[src/rtl/dec_pkg.sv]
// Shared types for the decoder correction stage: codeword width, error class and
// the syndrome parity-bit position for each width.
package dec_pkg;

  typedef enum logic [1:0] {
    W8  = 2'b00,
    W16 = 2'b01,
    W32 = 2'b10
  } width_e;

  typedef enum logic [1:0] {
    NO_ERR     = 2'd0,
    SINGLE_ERR = 2'd1,
    MULTI_ERR  = 2'd2
  } nerr_e;

  // Any width code with bit 1 set selects the 32-bit layout.
  function automatic logic [2:0] parity_idx(input logic [1:0] cw);
    if (cw[1]) begin
      return 3'd5;
    end else if (cw[0]) begin
      return 3'd4;
    end
    return 3'd3;
  endfunction

endpackage

[src/rtl/dec_err_classify.sv]
// Combinational syndrome classifier: masks data to the active width, flips the
// located bit when a single data-bit error is correctable, and reports the error class.
module dec_err_classify
  import dec_pkg::*;
(
  input  logic [31:0] data_in,
  input  logic [5:0]  s,
  input  logic [1:0]  codeword_width,
  input  logic        isCol,
  input  logic [4:0]  whatCol,
  output logic [31:0] data_out,
  output nerr_e       num_of_errors
);

  logic [2:0]  pidx;
  logic [5:0]  low_mask;
  logic [5:0]  sl;
  logic        parity;
  logic        col_ok;
  logic [31:0] dmask;
  logic [31:0] flip;

  always_comb begin
    pidx          = parity_idx(codeword_width);
    low_mask      = (6'd1 << pidx) - 6'd1;
    sl            = s & low_mask;
    parity        = s[pidx];
    dmask         = 32'hFFFF_FFFF;
    col_ok        = 1'b1;
    flip          = '0;
    num_of_errors = NO_ERR;

    case (codeword_width)
      W8: begin
        dmask  = 32'h0000_00FF;
        col_ok = (whatCol < 5'd8);
      end
      W16: begin
        dmask  = 32'h0000_FFFF;
        col_ok = (whatCol < 5'd16);
      end
      default: begin
        dmask  = 32'hFFFF_FFFF;
        col_ok = 1'b1;
      end
    endcase

    if (parity || (sl != '0)) begin
      if (parity && isCol) begin
        // A column outside the active data width cannot be corrected.
        if (col_ok) begin
          num_of_errors = SINGLE_ERR;
          flip          = 32'd1 << whatCol;
        end else begin
          num_of_errors = MULTI_ERR;
        end
      end else if (parity && $onehot0(sl)) begin
        num_of_errors = SINGLE_ERR;
      end else begin
        num_of_errors = MULTI_ERR;
      end
    end

    data_out = (data_in & dmask) ^ flip;
  end

endmodule

[src/rtl/dec_error_correct.sv]
// Registered error-correction stage, 1-cycle latency; in_ready = !out_valid || out_ready, output held under stall.
// DEC_ERR_STATS_EN builds saturating single/double error counters with a synchronous clear.
module dec_error_correct
  import dec_pkg::*;
#(
  parameter int COUNT_W = 16
) (
  input  logic               clk,
  input  logic               rst,
  input  logic               in_valid,
  output logic               in_ready,
  input  logic [31:0]        data_in,
  input  logic [5:0]         s,
  input  logic [1:0]         codeword_width,
  input  logic               isCol,
  input  logic [4:0]         whatCol,
  output logic               out_valid,
  input  logic               out_ready,
  output logic [31:0]        data_out,
  output logic [1:0]         num_of_errors,
  input  logic               stat_clr,
  output logic [COUNT_W-1:0] single_cnt,
  output logic [COUNT_W-1:0] double_cnt
);

  logic        out_valid_q, out_valid_d;
  logic [31:0] data_q, data_d;
  nerr_e       nerr_q, nerr_d;
  logic [31:0] cls_data;
  nerr_e       cls_nerr;
  logic        in_xfer;
  logic        out_xfer;

  dec_err_classify u_classify (
    .data_in        (data_in),
    .s              (s),
    .codeword_width (codeword_width),
    .isCol          (isCol),
    .whatCol        (whatCol),
    .data_out       (cls_data),
    .num_of_errors  (cls_nerr)
  );

  assign in_ready = !out_valid_q || out_ready;
  assign in_xfer  = in_valid && in_ready;
  assign out_xfer = out_valid_q && out_ready;

  always_comb begin
    out_valid_d = out_valid_q;
    data_d      = data_q;
    nerr_d      = nerr_q;
    if (in_xfer) begin
      out_valid_d = 1'b1;
      data_d      = cls_data;
      nerr_d      = cls_nerr;
    end else if (out_xfer) begin
      out_valid_d = 1'b0;
    end
  end

  always_ff @(posedge clk or negedge rst) begin
    if (!rst) begin
      out_valid_q <= 1'b0;
      data_q      <= '0;
      nerr_q      <= NO_ERR;
    end else begin
      out_valid_q <= out_valid_d;
      data_q      <= data_d;
      nerr_q      <= nerr_d;
    end
  end

  assign out_valid     = out_valid_q;
  assign data_out      = data_q;
  assign num_of_errors = nerr_q;

`ifdef DEC_ERR_STATS_EN
  logic [COUNT_W-1:0] single_cnt_q, single_cnt_d;
  logic [COUNT_W-1:0] double_cnt_q, double_cnt_d;

  // Clear wins over a same-cycle increment; counts stick at all-ones.
  always_comb begin
    single_cnt_d = single_cnt_q;
    double_cnt_d = double_cnt_q;
    if (stat_clr) begin
      single_cnt_d = '0;
      double_cnt_d = '0;
    end else if (out_xfer) begin
      if ((nerr_q == SINGLE_ERR) && (single_cnt_q != '1)) begin
        single_cnt_d = single_cnt_q + 1'b1;
      end
      if ((nerr_q == MULTI_ERR) && (double_cnt_q != '1)) begin
        double_cnt_d = double_cnt_q + 1'b1;
      end
    end
  end

  always_ff @(posedge clk or negedge rst) begin
    if (!rst) begin
      single_cnt_q <= '0;
      double_cnt_q <= '0;
    end else begin
      single_cnt_q <= single_cnt_d;
      double_cnt_q <= double_cnt_d;
    end
  end

  assign single_cnt = single_cnt_q;
  assign double_cnt = double_cnt_q;
`else
  logic stat_clr_unused;
  assign stat_clr_unused = stat_clr;
  assign single_cnt      = '0;
  assign double_cnt      = '0;
`endif

endmodule
[config.mk]
export PLATFORM = sky130hd
export DESIGN_NAME = dec_error_correct
export DESIGN_NICKNAME = d
export VERILOG_FILES = /design/src/rtl/dec_pkg.sv /design/src/rtl/dec_err_classify.sv /design/src/rtl/dec_error_correct.sv
export SDC_FILE = /design/constraint.sdc
export NUM_CORES = 1
export LEC_CHECK = 0
export BUFFER_PORTS_ARGS = -buffer_cell sky130_fd_sc_hd__buf_2
export CAP_MARGIN = 20
export CORE_MARGIN = 1
export CORE_UTILIZATION = 50
export DETAILED_ROUTE_END_ITERATION = 12
export MAX_ROUTING_LAYER = met4
export PLACE_DENSITY = 0.83
export SYNTH_ARGS = -nofsm -noshare
export SYNTH_HDL_FRONTEND = slang
export SYNTH_HIERARCHICAL = 1
export SYNTH_SLANG_ARGS = --single-unit
[constraint.sdc]
create_clock -name clk -period 2.6 [get_ports clk]
set_clock_uncertainty 0.05 [all_clocks]
set_input_delay 0.39 -clock clk [delete_from_list [all_inputs] [get_ports clk]]
set_output_delay 0.39 -clock clk [all_outputs]
set_load 0.02 [all_outputs]
==> flow_metrics.py, run 1 <==
metrics = {
    "run_status": {
        "status": "finished with violations",
        "violations": "negative setup slack",
    },
    "final_layout": {
        "syn2layout_area_growth_pct": 15.9,
        "final_nets": 394,
        "post-route-util": 0.609,
        "regArea_um2": 876,
        "diodes": 0,
        "fillers": 469,
        "drive_above_1_share": 0.499,
        "multi_input_area_mm2": 0.00177,
    },
    "setup_path": {
        "cp_top_family": "adder cells",
        "cp-end-kind": "flip-flop",
        "r2r_setup_slack_ns": 1.09,
        "slowest_stage": "fa_1",
        "worstPathCellList": "buf_8, or2_4, nand2_2, fa_1, fa_1, inv_1, ha_2, inv_2, fa_1, nand3b_1, a21oi_2, nor2_1, mux2_4",
        "endpoint": "num_of_errors[1]",
        "r2r-end": "data_out[28]",
        "critPathMaxStageDelay_ns": 0.48,
        "reg2reg_depth": 3,
        "cp-start-kind": "input port",
        "required_ns": 2.72,
        "path_buf_inv": 3,
        "path_class": "input port to flip-flop",
        "critical_path_depth": 13,
        "timing.rr.start": "out_valid",
        "cp_max_fo": 2,
        "startpoint": "codeword_width[1]",
        "cp_common_cell": "fa_1",
        "arrival_ns": 3.03,
    },
    "floorplan": {
        "fp.coreArea_mm2": 0.00554,
        "die_area_mm2": 0.00613,
        "die_w_um": 78.3,
        "initial_core_util": 0.525,
        "rows": 27,
        "die_h_um": 78.3,
        "io-pin-count": 119,
    },
    "detailed_routing": {
        "drt-pass1-iter-count": 5,
        "wl_met1_um": 2560,
        "wl_per_cell_um": 14.4,
        "post-route-drc-count": 0,
        "routed_wl_um": 5920,
        "dr_wl_met3_um": 243,
        "ant_nets": 0,
        "dr.max_layer_used": "met4",
        "wl_met2_um": 3050,
        "via_per_inst": 4.80,
        "vias": 1971,
        "drtIter0Drc": 75,
    },
    "sta": {
        "period_minus_slack_ns": 2.91,
        "maxSlewViolCount": 0,
        "setup_viol": 2,
        "finalCritPeriodShare": 1.12,
        "hold_violations": 0,
        "fmax_mhz": 344,
        "relSlewSlack": 0.470,
        "worst_slew_pin_slew_ns": 0.795,
        "setup_ws_ns": -0.306,
        "rsz0062_at_grt": "true",
    },
    "synthesis": {
        "yosysTopAreaCell": "dfrtp_1",
        "syn-cell-area_mm2": 0.00291,
        "synthTopCellsByArea": "dfrtp_1, mux2_4, buf_4",
        "ys_seq_area_frac": 0.301,
        "avgSynthCellArea_um2": 11.6,
        "synth_common_cells": "dfrtp_1, buf_4, mux2_4",
        "yosys.cell_count.top_type": "dfrtp_1",
        "synth_seq_cells": 35,
        "syn_inst": 250,
        "postSynth.asyncResetShare": 1.00,
        "synth_cell_types": 38,
        "synth_warnings": 6,
        "ys.flop_type": "dfrtp_1",
        "synth-edff-count": 0,
        "synth_top_cell_area_share": 0.301,
    },
    "pwr": {
        "p_seq_frac": 0.374,
        "p_comb_frac": 0.343,
        "vdd_drop_max_v": 0.000272,
        "p_switching_w": 0.000590,
        "power.total_w": 0.00179,
        "p_int_w": 0.00120,
        "p_leak_nw": 1.62,
        "p_per_area_mw_per_mm2": 531,
        "swShare": 0.330,
        "clock_power_share": 0.283,
    },
    "clocking": {
        "clk_pin_slew_ns": 0.07,
        "cts_sinks": 35,
        "cts_root_buf": "clkbuf_8",
        "cts_tree": "done",
        "cts_buffers": 5,
        "htree_levels": 2,
        "insertion_delay_ns": 0.28,
        "ctsHoldBuffers": 0,
        "cts.path.max_buffers": 2,
    },
    "placed_design": {
        "gp_congestion": 0.768,
        "port_buffers": 85,
        "dpl_worst_slack_ns": -0.682,
        "dpl.hpwl_um": 4470,
    },
    "global_route": {
        "grt_usage": 0.202,
        "grt_overflow": 0,
        "grt_max_degree": 36,
        "grt_pass1_vias": 1924,
        "antenna_found_initial": 0,
        "grt_pass1_wl_um": 9320,
    },
    "min_path": {
        "hold_path.class": "input port to asynchronous set/reset pin",
    },
    "job": {
        "cap_violations": 0,
    },
}
sequential cells by signal (all words and copies together) (netlist names):
name	count
out_valid	1
num_of_errors	2
data_out	32
cell type report:
type,instances,share of cell area
multi-input cells,197,0.524
inverters,5,0.00557
clock buffers,6,0.0245
repair buffers,94,0.149
well taps,72,0.0267
clock inverters,2,0.0104
flip-flops and latches,35,0.260
worst min path at each step:
stage	endpoint
6_report	out_valid
5_1_grt	data_out[18]
4_1_cts	out_valid
3_5_place_dp	data_out[25]
3_3_place_gp	data_out[27]
2_1_floorplan	data_out[0]
power groups by stage:
| stage | Combinational, W | Clock (W) | Sequential (W) |
|---|---|---|---|
| after floorplan | 0.000377 | 0 | 0.000773 |
| after global placement | 0.000588 | 0 | 0.000673 |
| after detailed placement | 0.000607 | 0 | 0.000678 |
| after CTS | 0.000614 | 0.000522 | 0.000669 |
| after global routing | 0.000655 | 0.000551 | 0.000678 |
| final | 0.000614 | 0.000507 | 0.000668 |
kinds of logic (layout without fill, tap and decap cells):
family          count (synthesis)  count (layout)  synth area share
buf+inv                        49             107             0.137
flops                          35              35             0.301
fa+ha+maj                       5               5            0.0292
other cells                     2              33           0.00258
simple gates                   82              82             0.177
xor+xnor                       32              32            0.0963
mux                            34              34             0.170
compound gates                 11              11            0.0864
routing by layer:
layer,GRT usage,vias up
li1,-,963
met1,0.251,934
met2,0.339,68
met3,0.0267,6
met4,0.0722,0
met5,-,-
stage by stage:
stage                     cells  setup TNS, ns  area, µm²  hold WS (ns)
final                       411         -0.569       3370         0.135
after global routing        411         -0.711       3370         0.181
after CTS                   410         -0.541       3360         0.162
after detailed placement    401          -1.26       3220         0.440
after global placement      401          -1.03       3220         0.435
after floorplan             281              0       3040        0.0444
placed cells by master (no fill, tap or decap), types with 2 or more instances in the layout:
| master | netlist | layout |
|---|---|---|
| xnor2_1 | 24 | 24 |
| xor2_1 | 8 | 8 |
| nand4_2 | 2 | 2 |
| nor2_1 | 2 | 2 |
| buf_4 | 32 | 9 |
| mux2_4 | 30 | 31 |
| nor3_1 | 25 | 25 |
| mux2_2 | 4 | 3 |
| nand2_1 | 26 | 25 |
| nor2b_1 | 3 | 3 |
| clkbuf_8 | 0 | 6 |
| buf_2 | 0 | 84 |
| nor3b_2 | 8 | 8 |
| conb_1 | 2 | 33 |
| and2_1 | 2 | 2 |
| dfrtp_1 | 35 | 35 |
| fa_1 | 3 | 3 |
| o311ai_4 | 8 | 8 |
| inv_1 | 5 | 4 |
repair_timing:
item                       CTS  global route
gates cloned                 0             0
gates resized for setup      4             2
pin swaps                    2             1
setup endpoints to repair    2             2
setup buffers                1             1
worst register-to-register path: cells and delay by family (launching register included):
kind / cells / cell delay [ns]
flops: 1 / 0.40
mux: 1 / 0.41
simple gates: 2 / 0.55
Note: power is estimated with default switching activity, not from simulation.
==> run 2, diff against run 1 <==
- ABC_AREA: not set -> 1
- ABC_CLOCK_PERIOD_IN_PS: not set -> 2600
- PLACE_DENSITY: 0.83 -> 0.81
==> run 2 against run 1 <==
Compared with the run above:
- the run still ends with negative setup slack left
- combinational power decreased by 11%
- utilization fell by 2.8 points
- fmax rose by 9.5%
- synthesized cell count increased by 97%
- global-route usage grew 3.5 points
- power down 11%
- sequential power shrank 3.1%
- first-iteration DRC count rose by 64%
- clock power fell by 21%
- non-clock buffer count unchanged
- critical path type unchanged
- critical endpoint unchanged
- largest power group unchanged
==> flow_metrics.py, run 2 <==
metrics = {
    "run_status": {
        "status": "finished with violations",
        "violations": "negative setup slack",
    },
    "synthesis": {
        "synth_cell_types": 27,
        "yosysTopAreaCell": "dfrtp_1",
        "synth_warnings": 6,
        "syn-cell-area_mm2": 0.00310,
        "synth-edff-count": 0,
        "synth_top_cell_area_share": 0.283,
        "avgSynthCellArea_um2": 6.28,
        "synth_common_cells": "nand2_1, nand3_1, inv_1",
        "synthTopCellsByArea": "dfrtp_1, nand2_1, nand3_1",
        "synth_seq_cells": 35,
        "ys.flop_type": "dfrtp_1",
        "yosys.cell_count.top_type": "nand2_1",
        "ys_seq_area_frac": 0.283,
        "syn_inst": 493,
        "postSynth.asyncResetShare": 1.00,
    },
    "detailed_routing": {
        "drt-pass1-iter-count": 4,
        "drtIter0Drc": 123,
        "via_per_inst": 4.91,
        "routed_wl_um": 7110,
        "ant_nets": 0,
        "post-route-drc-count": 0,
        "wl_per_cell_um": 11.1,
        "vias": 3130,
    },
    "floorplan": {
        "rows": 28,
        "initial_core_util": 0.520,
        "die_h_um": 80.7,
        "fp.coreArea_mm2": 0.00596,
        "die_w_um": 80.7,
        "die_area_mm2": 0.00651,
        "io-pin-count": 119,
    },
    "placed_design": {
        "dp.cells": 628,
        "dpl.hpwl_um": 5120,
        "postPlaceCellArea_mm2": 0.00333,
        "port_buffers": 85,
        "gp_congestion": 0.824,
    },
    "sta": {
        "relSlewSlack": 0.490,
        "finalSetupTns_ns": -0.0805,
        "hold_violations": 0,
        "setup_ws_ns": -0.0547,
        "maxSlewViolCount": 0,
        "worst_slew_pin_slew_ns": 0.765,
        "setup_viol": 2,
        "period_minus_slack_ns": 2.65,
        "finalCritPeriodShare": 1.02,
        "fmax_mhz": 377,
        "rsz0062_at_grt": "true",
    },
    "setup_path": {
        "r2r_setup_slack_ns": 1.17,
        "slowest_stage": "fa_1",
        "path_class": "input port to flip-flop",
        "path_buf_inv": 4,
        "cp_top_family": "adder cells",
        "arrival_ns": 2.79,
        "cp-start-kind": "input port",
        "r2r-end": "data_out[9]",
        "required_ns": 2.73,
        "cp-end-kind": "flip-flop",
        "cp_common_cell": "fa_1",
        "timing.rr.start": "out_valid",
        "critPathMaxStageDelay_ns": 0.48,
        "cp_max_fo": 2,
        "reg2reg_depth": 4,
        "worstPathCellList": "buf_8, nor2_4, clkinv_4, nand2_4, fa_1, fa_1, inv_1, ha_2, inv_2, fa_1, nand3b_1, a21boi_2, nor2_1, nand3_1, nand2_1",
    },
    "clocking": {
        "cts_sinks": 35,
        "cts.path.max_buffers": 2,
        "cts_root_buf": "clkbuf_8",
        "cts_tree": "done",
        "cts_buffers": 5,
        "clk_pin_slew_ns": 0.07,
        "ctsHoldBuffers": 0,
        "htree_levels": 2,
        "insertion_delay_ns": 0.28,
    },
    "job": {
        "cap_violations": 0,
    },
    "final_layout": {
        "layout_common_cells": "nand2_1, buf_2, nand3_1",
        "drive_above_1_share": 0.206,
        "fin_area_mm2": 0.00346,
        "diodes": 0,
        "mostFrequentLayoutCell": "nand2_1",
        "fillers": 597,
        "largest_register_ff_count": 32,
        "final_nets": 619,
        "syn2layout_area_growth_pct": 11.8,
        "fin_cells": 638,
        "post-route-util": 0.581,
    },
    "pwr": {
        "vdd_drop_max_v": 0.000281,
        "p_leak_nw": 2.10,
        "power.total_w": 0.00160,
        "p_per_area_mw_per_mm2": 462,
    },
    "global_route": {
        "busiest_layer": "met2",
        "antenna_found_initial": 0,
        "grtUsageMet1": 0.266,
        "grt_usage": 0.238,
        "grt_use_met2": 0.421,
        "grt_overflow": 0,
        "grt_pass1_wl_um": 11800,
        "grt_max_degree": 65,
        "use_met3": 0.0420,
        "grt_pass1_vias": 2810,
    },
    "min_path": {
        "hold_path.class": "input port to asynchronous set/reset pin",
    },
}
run 2: through the flow:
step           setup slack, ns  hold slack [ns]
4_1_cts                -0.0670            0.152
6_report               -0.0547            0.119
2_1_floorplan            0.345           0.0444
3_5_place_dp            -0.429            0.403
5_1_grt                 -0.193            0.194
3_3_place_gp            -0.301            0.400
run 2: repair_timing:
action,4_1_cts,5_1_grt
pin swaps,1,1
endpoints found under the setup margin,2,2
setup buffers,2,1
gates resized for setup,6,1
run 2: worst reg2reg max path: stages, from the launching register on:
cell     delay, ns
dfrtp_1       0.40
nand2_4       0.31
nand2_4       0.35
nand2_1       0.16
nand2_1       0.05
run 2: worst max path at each step:
stage,from,to,slack (ns),cells past startpoint
6_report,codeword_width[0],num_of_errors[1],-0.05,15
2_1_floorplan,codeword_width[1],num_of_errors[1],0.35,12
5_1_grt,codeword_width[0],num_of_errors[1],-0.19,15
4_1_cts,codeword_width[0],num_of_errors[1],-0.07,15
3_3_place_gp,codeword_width[0],num_of_errors[1],-0.30,15
3_5_place_dp,codeword_width[0],num_of_errors[1],-0.43,15
run 2: final cells by class:
| class | count | area [µm²] | share of cell area |
|---|---|---|---|
| sequential | 35 | 876 | 0.253 |
| clock buffer | 6 | 82.6 | 0.0239 |
| multi-input combinational | 381 | 1710 | 0.494 |
| timing repair buffer | 94 | 509 | 0.147 |
| inverter | 46 | 183 | 0.0528 |
| clock inverter | 1 | 5.00 | 0.00145 |
| tap | 75 | 93.8 | 0.0271 |
run 2: power breakdown:
part | internal (W) | total, W | switching, W
registers | 0.000614 | 0.000647 | 0.0000333
clock network | 0.000208 | 0.000403 | 0.000195
logic | 0.000168 | 0.000547 | 0.000380
run 2: cells by family (layout without fill, tap and decap cells):
kind of cell / count (synthesis) / after routing / synth area share
compound gates: 3 / 3 / 0.00768
buf+inv: 108 / 147 / 0.208
other cells: 2 / 33 / 0.00243
flops: 35 / 35 / 0.283
fa+ha+maj: 5 / 5 / 0.0275
simple gates: 340 / 340 / 0.471
run 2: routing by layer:
metal	wire, µm	share of wire
met5	0	0
met4	131	0.018
met3	512	0.072
met2	3430	0.48
met1	3030	0.43
